`src/rtl/axi2apb_pkg.sv`:
```
// Shared types and helpers for the AXI-to-APB read/response mux.
package axi2apb_pkg;

    typedef enum logic [1:0] {
        IDLE = 2'd0,
        BUSY = 2'd1,
        HOLD = 2'd2
    } state_t;

    // Index width wide enough for every slave plus the decode-error slot.
    function automatic int slv_bits(input int num_slv);
        return $clog2(num_slv + 1);
    endfunction

    // The decode-error index sits one past the last real slave.
    function automatic int dec_err_idx(input int num_slv);
        return num_slv;
    endfunction

endpackage

```
`src/rtl/axi2apb_mux_nslv_if.sv`:
```
// Bridge-side and slave-side APB read/response signals of the N-slave mux.
// Handshake: psel opens a transfer and is held until the transfer is done; the
// completion cycle is psel & pready; prdata/pslverr are valid the cycle after.
interface axi2apb_mux_nslv_if #(
    parameter int NUM_SLV   = 8,
    parameter int ADDR_BITS = 24,
    parameter int DATA_W    = 32
);
    logic [ADDR_BITS-1:0]      cmd_addr;
    logic                      psel;
    logic [DATA_W-1:0]         prdata;
    logic                      pready;
    logic                      pslverr;
    logic [NUM_SLV-1:0]        psel_slv;
    logic [NUM_SLV-1:0]        pready_slv;
    logic [NUM_SLV-1:0]        pslverr_slv;
    logic [NUM_SLV*DATA_W-1:0] prdata_slv;
    logic                      err_dec;
    logic                      err_tout;

    modport master (
        output cmd_addr, psel, pready_slv, pslverr_slv, prdata_slv,
        input  prdata, pready, pslverr, psel_slv, err_dec, err_tout
    );

    modport slave (
        input  cmd_addr, psel, pready_slv, pslverr_slv, prdata_slv,
        output prdata, pready, pslverr, psel_slv, err_dec, err_tout
    );
endinterface

```
`src/rtl/axi2apb_mux_wdog.sv`:
```
// Saturating pready watchdog counter; expire is high while the count sits at LIMIT-1.
module axi2apb_mux_wdog #(
    parameter int LIMIT = 256
) (
    input  logic clk,
    input  logic reset,
    input  logic clr,
    input  logic en,
    output logic expire
);
    localparam int CW = $clog2(LIMIT) + 1;
    localparam logic [CW-1:0] LAST = CW'(LIMIT - 1);

    logic [CW-1:0] cnt;

    always_ff @(posedge clk) begin
        if (!reset || clr) begin
            cnt <= '0;
        end else if (en && cnt != LAST) begin
            cnt <= cnt + CW'(1);
        end
    end

    assign expire = (cnt == LAST);
endmodule

```
`src/rtl/axi2apb_mux_nslv.sv`:
```
// APB read/response mux for NUM_SLV slaves with address-map decode and transfer FSM.
// Optional pready watchdog is built when APB_MUX_TOUT_EN is defined.
module axi2apb_mux_nslv
    import axi2apb_pkg::*;
#(
    parameter int                          NUM_SLV   = 8,
    parameter int                          ADDR_BITS = 24,
    parameter int                          DEC_BITS  = 4,
    parameter int                          DATA_W    = 32,
    parameter logic [NUM_SLV*DEC_BITS-1:0] SLV_BASE  = 'h76543210,
    parameter int                          TOUT_CYC  = 256
) (
    input  logic                    clk,
    input  logic                    reset,
    axi2apb_mux_nslv_if.slave       bus,
    output state_t                  state_dbg
);
    localparam int IW = slv_bits(NUM_SLV);
    localparam logic [IW-1:0] DEC_ERR = IW'(dec_err_idx(NUM_SLV));

    state_t              state, state_nxt;
    logic [IW-1:0]       sel_q, dec_idx, idx_cur;
    logic                dec_err, slv_ready, slv_err, tout_fire, complete;
    logic [DATA_W-1:0]   slv_data, prdata_pre;
    logic                pslverr_pre;
    logic [DEC_BITS-1:0] addr_top;
    logic                unused_addr;

    assign addr_top    = bus.cmd_addr[ADDR_BITS-1 -: DEC_BITS];
    assign unused_addr = ^bus.cmd_addr[ADDR_BITS-DEC_BITS-1:0];

    // Scan downwards so the lowest matching slave index wins.
    always_comb begin
        dec_idx = DEC_ERR;
        for (int i = NUM_SLV - 1; i >= 0; i--) begin
            if (SLV_BASE[i*DEC_BITS +: DEC_BITS] == addr_top) dec_idx = IW'(i);
        end
    end

    assign idx_cur = (state == IDLE) ? dec_idx : sel_q;
    assign dec_err = (idx_cur == DEC_ERR);

    always_comb begin
        slv_ready = 1'b0;
        slv_err   = 1'b0;
        slv_data  = '0;
        for (int i = 0; i < NUM_SLV; i++) begin
            if (idx_cur == IW'(i)) begin
                slv_ready = bus.pready_slv[i];
                slv_err   = bus.pslverr_slv[i];
                slv_data  = bus.prdata_slv[i*DATA_W +: DATA_W];
            end
        end
    end

`ifdef APB_MUX_TOUT_EN
    logic wd_expire;

    axi2apb_mux_wdog #(.LIMIT(TOUT_CYC)) u_wdog (
        .clk    (clk),
        .reset  (reset),
        .clr    (state != BUSY || !bus.psel),
        .en     (state == BUSY && !slv_ready),
        .expire (wd_expire)
    );

    // A slave answering in the expiry cycle wins over the watchdog.
    assign tout_fire = (state == BUSY) && wd_expire && !slv_ready && !dec_err;
`else
    assign tout_fire = 1'b0;
`endif

    assign bus.pready  = (state == HOLD) || dec_err || slv_ready || tout_fire;
    assign pslverr_pre = dec_err || tout_fire || slv_err;
    assign prdata_pre  = (dec_err || tout_fire) ? '0 : slv_data;
    assign complete    = bus.psel && bus.pready && (state != HOLD);

    always_comb begin
        bus.psel_slv = '0;
        for (int i = 0; i < NUM_SLV; i++) begin
            bus.psel_slv[i] = reset && bus.psel && (state != HOLD) && (idx_cur == IW'(i));
        end
    end

    assign bus.err_dec  = reset && complete && dec_err;
    assign bus.err_tout = reset && complete && tout_fire;
    assign state_dbg    = state;

    always_ff @(posedge clk) begin
        if (!reset) begin
            state <= IDLE;
            sel_q <= '0;
        end else begin
            state <= state_nxt;
            if (state == IDLE && bus.psel) sel_q <= dec_idx;
        end
    end

    always_comb begin
        state_nxt = state;
        case (state)
            IDLE:    if (bus.psel) state_nxt = BUSY;
            BUSY:    if (bus.pready) state_nxt = HOLD;
            HOLD:    state_nxt = HOLD;
            default: state_nxt = IDLE;
        endcase
        if (!bus.psel) state_nxt = IDLE;
    end

    always_ff @(posedge clk) begin
        if (!reset || !bus.psel) begin
            bus.prdata  <= '0;
            bus.pslverr <= 1'b0;
        end else if (complete) begin
            bus.prdata  <= prdata_pre;
            bus.pslverr <= pslverr_pre;
        end
    end
endmodule

```
`src/flat_wrapper.sv`:
```
// flat-port wrapper written by rule: the top's interface ports become plain ports
module axi2apb_mux_nslv_flat import axi2apb_pkg::*;
#(
    parameter int                          NUM_SLV   = 8,
    parameter int                          ADDR_BITS = 24,
    parameter int                          DEC_BITS  = 4,
    parameter int                          DATA_W    = 32,
    parameter logic [NUM_SLV*DEC_BITS-1:0] SLV_BASE  = 'h76543210,
    parameter int                          TOUT_CYC  = 256
)
  (clk, reset, state_dbg, bus_cmd_addr, bus_psel, bus_pready_slv, bus_pslverr_slv, bus_prdata_slv, bus_prdata, bus_pready, bus_pslverr, bus_psel_slv, bus_err_dec, bus_err_tout);
  axi2apb_mux_nslv_if #(.NUM_SLV(NUM_SLV), .ADDR_BITS(ADDR_BITS), .DATA_W(DATA_W)) bus_i ();
  input  logic clk;
  input  logic reset;
  output state_t state_dbg;
  input wire logic [$bits(bus_i.cmd_addr)-1:0] bus_cmd_addr;
  input wire logic [$bits(bus_i.psel)-1:0] bus_psel;
  input wire logic [$bits(bus_i.pready_slv)-1:0] bus_pready_slv;
  input wire logic [$bits(bus_i.pslverr_slv)-1:0] bus_pslverr_slv;
  input wire logic [$bits(bus_i.prdata_slv)-1:0] bus_prdata_slv;
  output wire logic [$bits(bus_i.prdata)-1:0] bus_prdata;
  output wire logic [$bits(bus_i.pready)-1:0] bus_pready;
  output wire logic [$bits(bus_i.pslverr)-1:0] bus_pslverr;
  output wire logic [$bits(bus_i.psel_slv)-1:0] bus_psel_slv;
  output wire logic [$bits(bus_i.err_dec)-1:0] bus_err_dec;
  output wire logic [$bits(bus_i.err_tout)-1:0] bus_err_tout;
  assign bus_i.cmd_addr = bus_cmd_addr;
  assign bus_i.psel = bus_psel;
  assign bus_i.pready_slv = bus_pready_slv;
  assign bus_i.pslverr_slv = bus_pslverr_slv;
  assign bus_i.prdata_slv = bus_prdata_slv;
  assign bus_prdata = bus_i.prdata;
  assign bus_pready = bus_i.pready;
  assign bus_pslverr = bus_i.pslverr;
  assign bus_psel_slv = bus_i.psel_slv;
  assign bus_err_dec = bus_i.err_dec;
  assign bus_err_tout = bus_i.err_tout;
  axi2apb_mux_nslv #(.NUM_SLV(NUM_SLV), .ADDR_BITS(ADDR_BITS), .DEC_BITS(DEC_BITS), .DATA_W(DATA_W), .SLV_BASE(SLV_BASE), .TOUT_CYC(TOUT_CYC)) u_core (.clk(clk), .reset(reset), .bus(bus_i), .state_dbg(state_dbg));
endmodule
```
`config.mk`:
```
export PLATFORM = sky130hd
export DESIGN_NAME = axi2apb_mux_nslv_flat
export DESIGN_NICKNAME = d
export VERILOG_FILES = /design/src/rtl/axi2apb_pkg.sv /design/src/rtl/axi2apb_mux_nslv_if.sv /design/src/rtl/axi2apb_mux_wdog.sv /design/src/rtl/axi2apb_mux_nslv.sv /design/src/flat_wrapper.sv
export SDC_FILE = /design/constraint.sdc
export NUM_CORES = 1
export LEC_CHECK = 0
export CORE_AREA = 4 4 132 134
export DETAILED_ROUTE_END_ITERATION = 10
export DIE_AREA = 0 0 136 138
export PLACE_DENSITY = 0.75
export REMOVE_ABC_BUFFERS = 1
export SYNTH_ARGS = -nofsm -noshare
export SYNTH_HDL_FRONTEND = slang
export SYNTH_HIERARCHICAL = 1
export SYNTH_SLANG_ARGS = --single-unit
```
`constraint.sdc`:
```
create_clock -name clk -period 2.55 [get_ports clk]
set_input_delay 0.3825 -clock clk [delete_from_list [all_inputs] [get_ports clk]]
set_output_delay 0.3825 -clock clk [all_outputs]
set_load 0.01 [all_outputs]
```
==> results <==
routing by layer:
layer  global-route usage, %  part of all wire [%]
met5                       0                     0
met4                   8.966                   3.5
met3                   5.269                   9.5
met2                   42.24                    50
met1                   26.04                    37
cells in the final DEF (no fill, tap or decap), types with 3 or more instances in the layout:
cell type	n
a211oi_1	13
a211oi_4	3
a21o_1	3
a21oi_1	21
a222oi_1	12
a22o_1	17
a22oi_1	44
a22oi_2	3
a311o_1	14
a31oi_1	16
and2_1	3
buf_12	13
buf_2	5
buf_4	72
buf_6	3
clkbuf_16	5
clkdlybuf4s50_1	309
dfxtp_1	37
dlygate4sd2_1	4
ha_1	3
mux2_2	14
mux2i_1	4
nand2_1	69
nand2b_1	3
nand3_1	14
nand3b_1	3
nor2_1	15
nor2b_1	6
nor3_1	8
nor3_2	5
nor3b_1	3
o21ai_0	6
o22ai_1	29
o2bb2ai_1	5
o2bb2ai_2	10
power by group:
group	total (mW)	internal [mW]	switching [mW]
logic	1.34	0.793	0.551
registers	0.656	0.637	0.0196
clock network	0.638	0.363	0.275
total	2.64	1.79	0.845
through the flow:
stage          area, µm²  power (mW)
3_5_place_dp        7850       1.964
3_3_place_gp        7850       1.955
6_report            8129       2.638
2_1_floorplan       3526       1.112
5_1_grt             8129       2.774
4_1_cts             8119       2.649
registers in the layout, indices dropped and copies added (netlist names):
name,flops
u_core/state_dbg,2
u_core/bus.prdata,32
u_core/bus.pslverr,1
u_core/sel_q,4
layout make-up:
class | instances | area [µm²]
fillers | 1545 | 8160
repair buffers | 411 | 4035
multi-input cells | 391 | 2890
flip-flops and latches | 39 | 783.3
well taps | 220 | 275.3
clock buffers | 7 | 132.6
inverters | 2 | 7.507
clock inverters | 1 | 5.005
what timing repair did:
| item | 4_1_cts | 5_1_grt |
|---|---|---|
| setup endpoints to repair | 43 | 40 |
| setup buffers | 8 | 1 |
| pin swaps | 9 | 5 |
| resized for setup | 61 | 15 |
logic make-up after synthesis:
group           share of synthesized area, %
simple gates                           20.82
compound gates                         45.68
buf+inv                                5.890
mux                                    5.288
other cells                           0.1003
flops                                  20.88
fa+ha+maj                              1.339
how the worst max path moves through the flow:
| stage | start | end | slack, ns | depth (start not counted) |
|---|---|---|---|---|
| 6_report | u_core/state_dbg[1]$_SDFFE_PN0P_ | u_core/bus.prdata[20]$_SDFFE_PN0P_ | -0.07 | 11 |
| 2_1_floorplan | u_core/state_dbg[0]$_SDFFE_PN0P_ | u_core/bus.prdata[10]$_SDFFE_PN0P_ | -2.10 | 8 |
| 5_1_grt | u_core/state_dbg[1]$_SDFFE_PN0P_ | u_core/bus.prdata[20]$_SDFFE_PN0P_ | -0.15 | 11 |
| 3_3_place_gp | bus_cmd_addr[22] | bus_psel_slv[2] | -0.58 | 5 |
| 3_5_place_dp | bus_cmd_addr[22] | bus_psel_slv[2] | -0.58 | 5 |
| 4_1_cts | u_core/state_dbg[0]$_SDFFE_PN0P_ | bus_pready | -0.03 | 9 |
worst max-delay path, delay by kind of cell (launching register included):
kind,cells,cell delay (ns)
flip-flops,1,0.33
AO/OA/AOI/OAI,4,0.80
AND/OR/NAND/NOR,2,0.69
adder cells (fa/ha/maj),1,0.17
buffers and inverters,4,0.51
==> results.json <==
{
  "avgSynthCellArea_um2": 7.821,
  "ys_seq_elements": 39,
  "timing.rr.end": "u_core/bus.prdata[20]$_SDFFE_PN0P_",
  "yosysUniqueCellTypes": 60,
  "ctsHoldBuffers": 0,
  "regToRegSetupSlack_ns": -0.07,
  "finalSetupTns_ns": -0.8311,
  "wl_um": 23510,
  "max-cap-violations": 0,
  "worstHoldEndpoint": "u_core/bus.prdata[0]$_SDFFE_PN0P_",
  "final_core_util_pct": 49.90,
  "synth-async-reset-ratio_pct": 0,
  "vias": 5797,
  "cts_tree": "yes",
  "violations": "negative setup slack",
  "ff2ff_path_depth": 11,
  "worstSetupStartpointType": "register",
  "yosysMostFrequentCell": "nand2_1",
  "vias_per_cell": 5.413,
  "clk_latency_ns": 0.29,
  "grt_use_total_pct": 23.26,
  "clk_path_buf_depth": 2,
  "worstSetupPathType": "reg2reg",
  "status": "finished, violations left",
  "slowest_delay_ns": 0.59,
  "critPathRequiredTime_ns": 2.73,
  "final_cells": 1071,
  "yosysWarnings": 6,
  "hold_class": "reg2reg",
  "start_util_pct": 22.95,
  "seq_area_frac_synth_pct": 20.88,
  "grt_pass1_wl_um": 33690,
  "avgRoutedWirePerCell_um": 21.96,
  "die_h_um": 138,
  "final_antenna_net_count": 0,
  "arrival_ns": 2.80,
  "yosys-top-cells-count": "69 x nand2_1, 46 x a22oi_1, 39 x dfxtp_1",
  "ir_drop_v": 0.0002105,
  "die_area_mm2": 0.01877,
  "dp.cells": 1057,
  "overflow": 0,
  "timing.hold.ws_ns": 0.4679,
  "port_buffers": 323,
  "post-place-ws_ns": -0.5806,
  "grt_max_degree": 26,
  "hpwl_um": 18660,
  "syn_inst": 478,
  "io_pins": 345,
  "final-setup-viol-count": 22,
  "cts_htree_levels": 2,
  "cts.clk_slew.worst_paths_ns": 0.06,
  "fp.dieW_um": 136,
  "diodes": 0,
  "synth-main-ff-cell": "dfxtp_1",
  "powerDensity_mw_per_mm2": 324.5,
  "post-route-period-util_pct": 102.7,
  "fp.coreArea_mm2": 0.01629,
  "clock-sinks": 39,
  "antenna_found_initial": 0,
  "nNetsFinal": 1153,
  "synth_area_leaders": "dfxtp_1 21%, a22oi_1 9.2%, nand2_1 6.9%",
  "syn_to_final_growth_pct": 117.4,
  "firstDrtPassIters": 5,
  "min_from": "u_core/bus.prdata[0]$_SDFFE_PN0P_",
  "synth_edf_count": 0,
  "synth_top_area_cell": "dfxtp_1",
  "drc": 0,
  "crit_chain": "inv_2 > ha_4 > buf_6 > or4b_4 > a22oi_2 > a221oi_2 > buf_4 > a211oi_4 > nor3_4 > buf_12 > a22o_1",
  "cellLeakagePower_nw": 3.050,
  "grt_pass1_vias": 6059,
  "holdPathStages": 1,
  "slowest_stage": "or4b_4",
  "finClkSkew_ns": 0.005510,
  "synth_top_area_share_pct": 20.88,
  "rsz0062_at_grt": "yes",
  "drive_above_1_share_pct": 19.74,
  "cts_buffers": 5,
  "rows": 47,
  "clock-root-buffer": "clkbuf_16",
  "maxSlewViolCount": 0,
  "reg2reg_from": "u_core/state_dbg[1]$_SDFFE_PN0P_",
  "end_kind": "register",
  "syn_area_mm2": 0.003739,
  "gp_congestion": 0.8777,
  "max_freq_mhz": 382.0,
  "drtIter0Drc": 313,
  "fin_ws_ns": -0.06787,
  "hold_viol_final": 0,
  "path_max_fanout": 18,
  "finalCriticalPeriod_ns": 2.618
}
No activity file was read; power rests on OpenSTA's default activity.
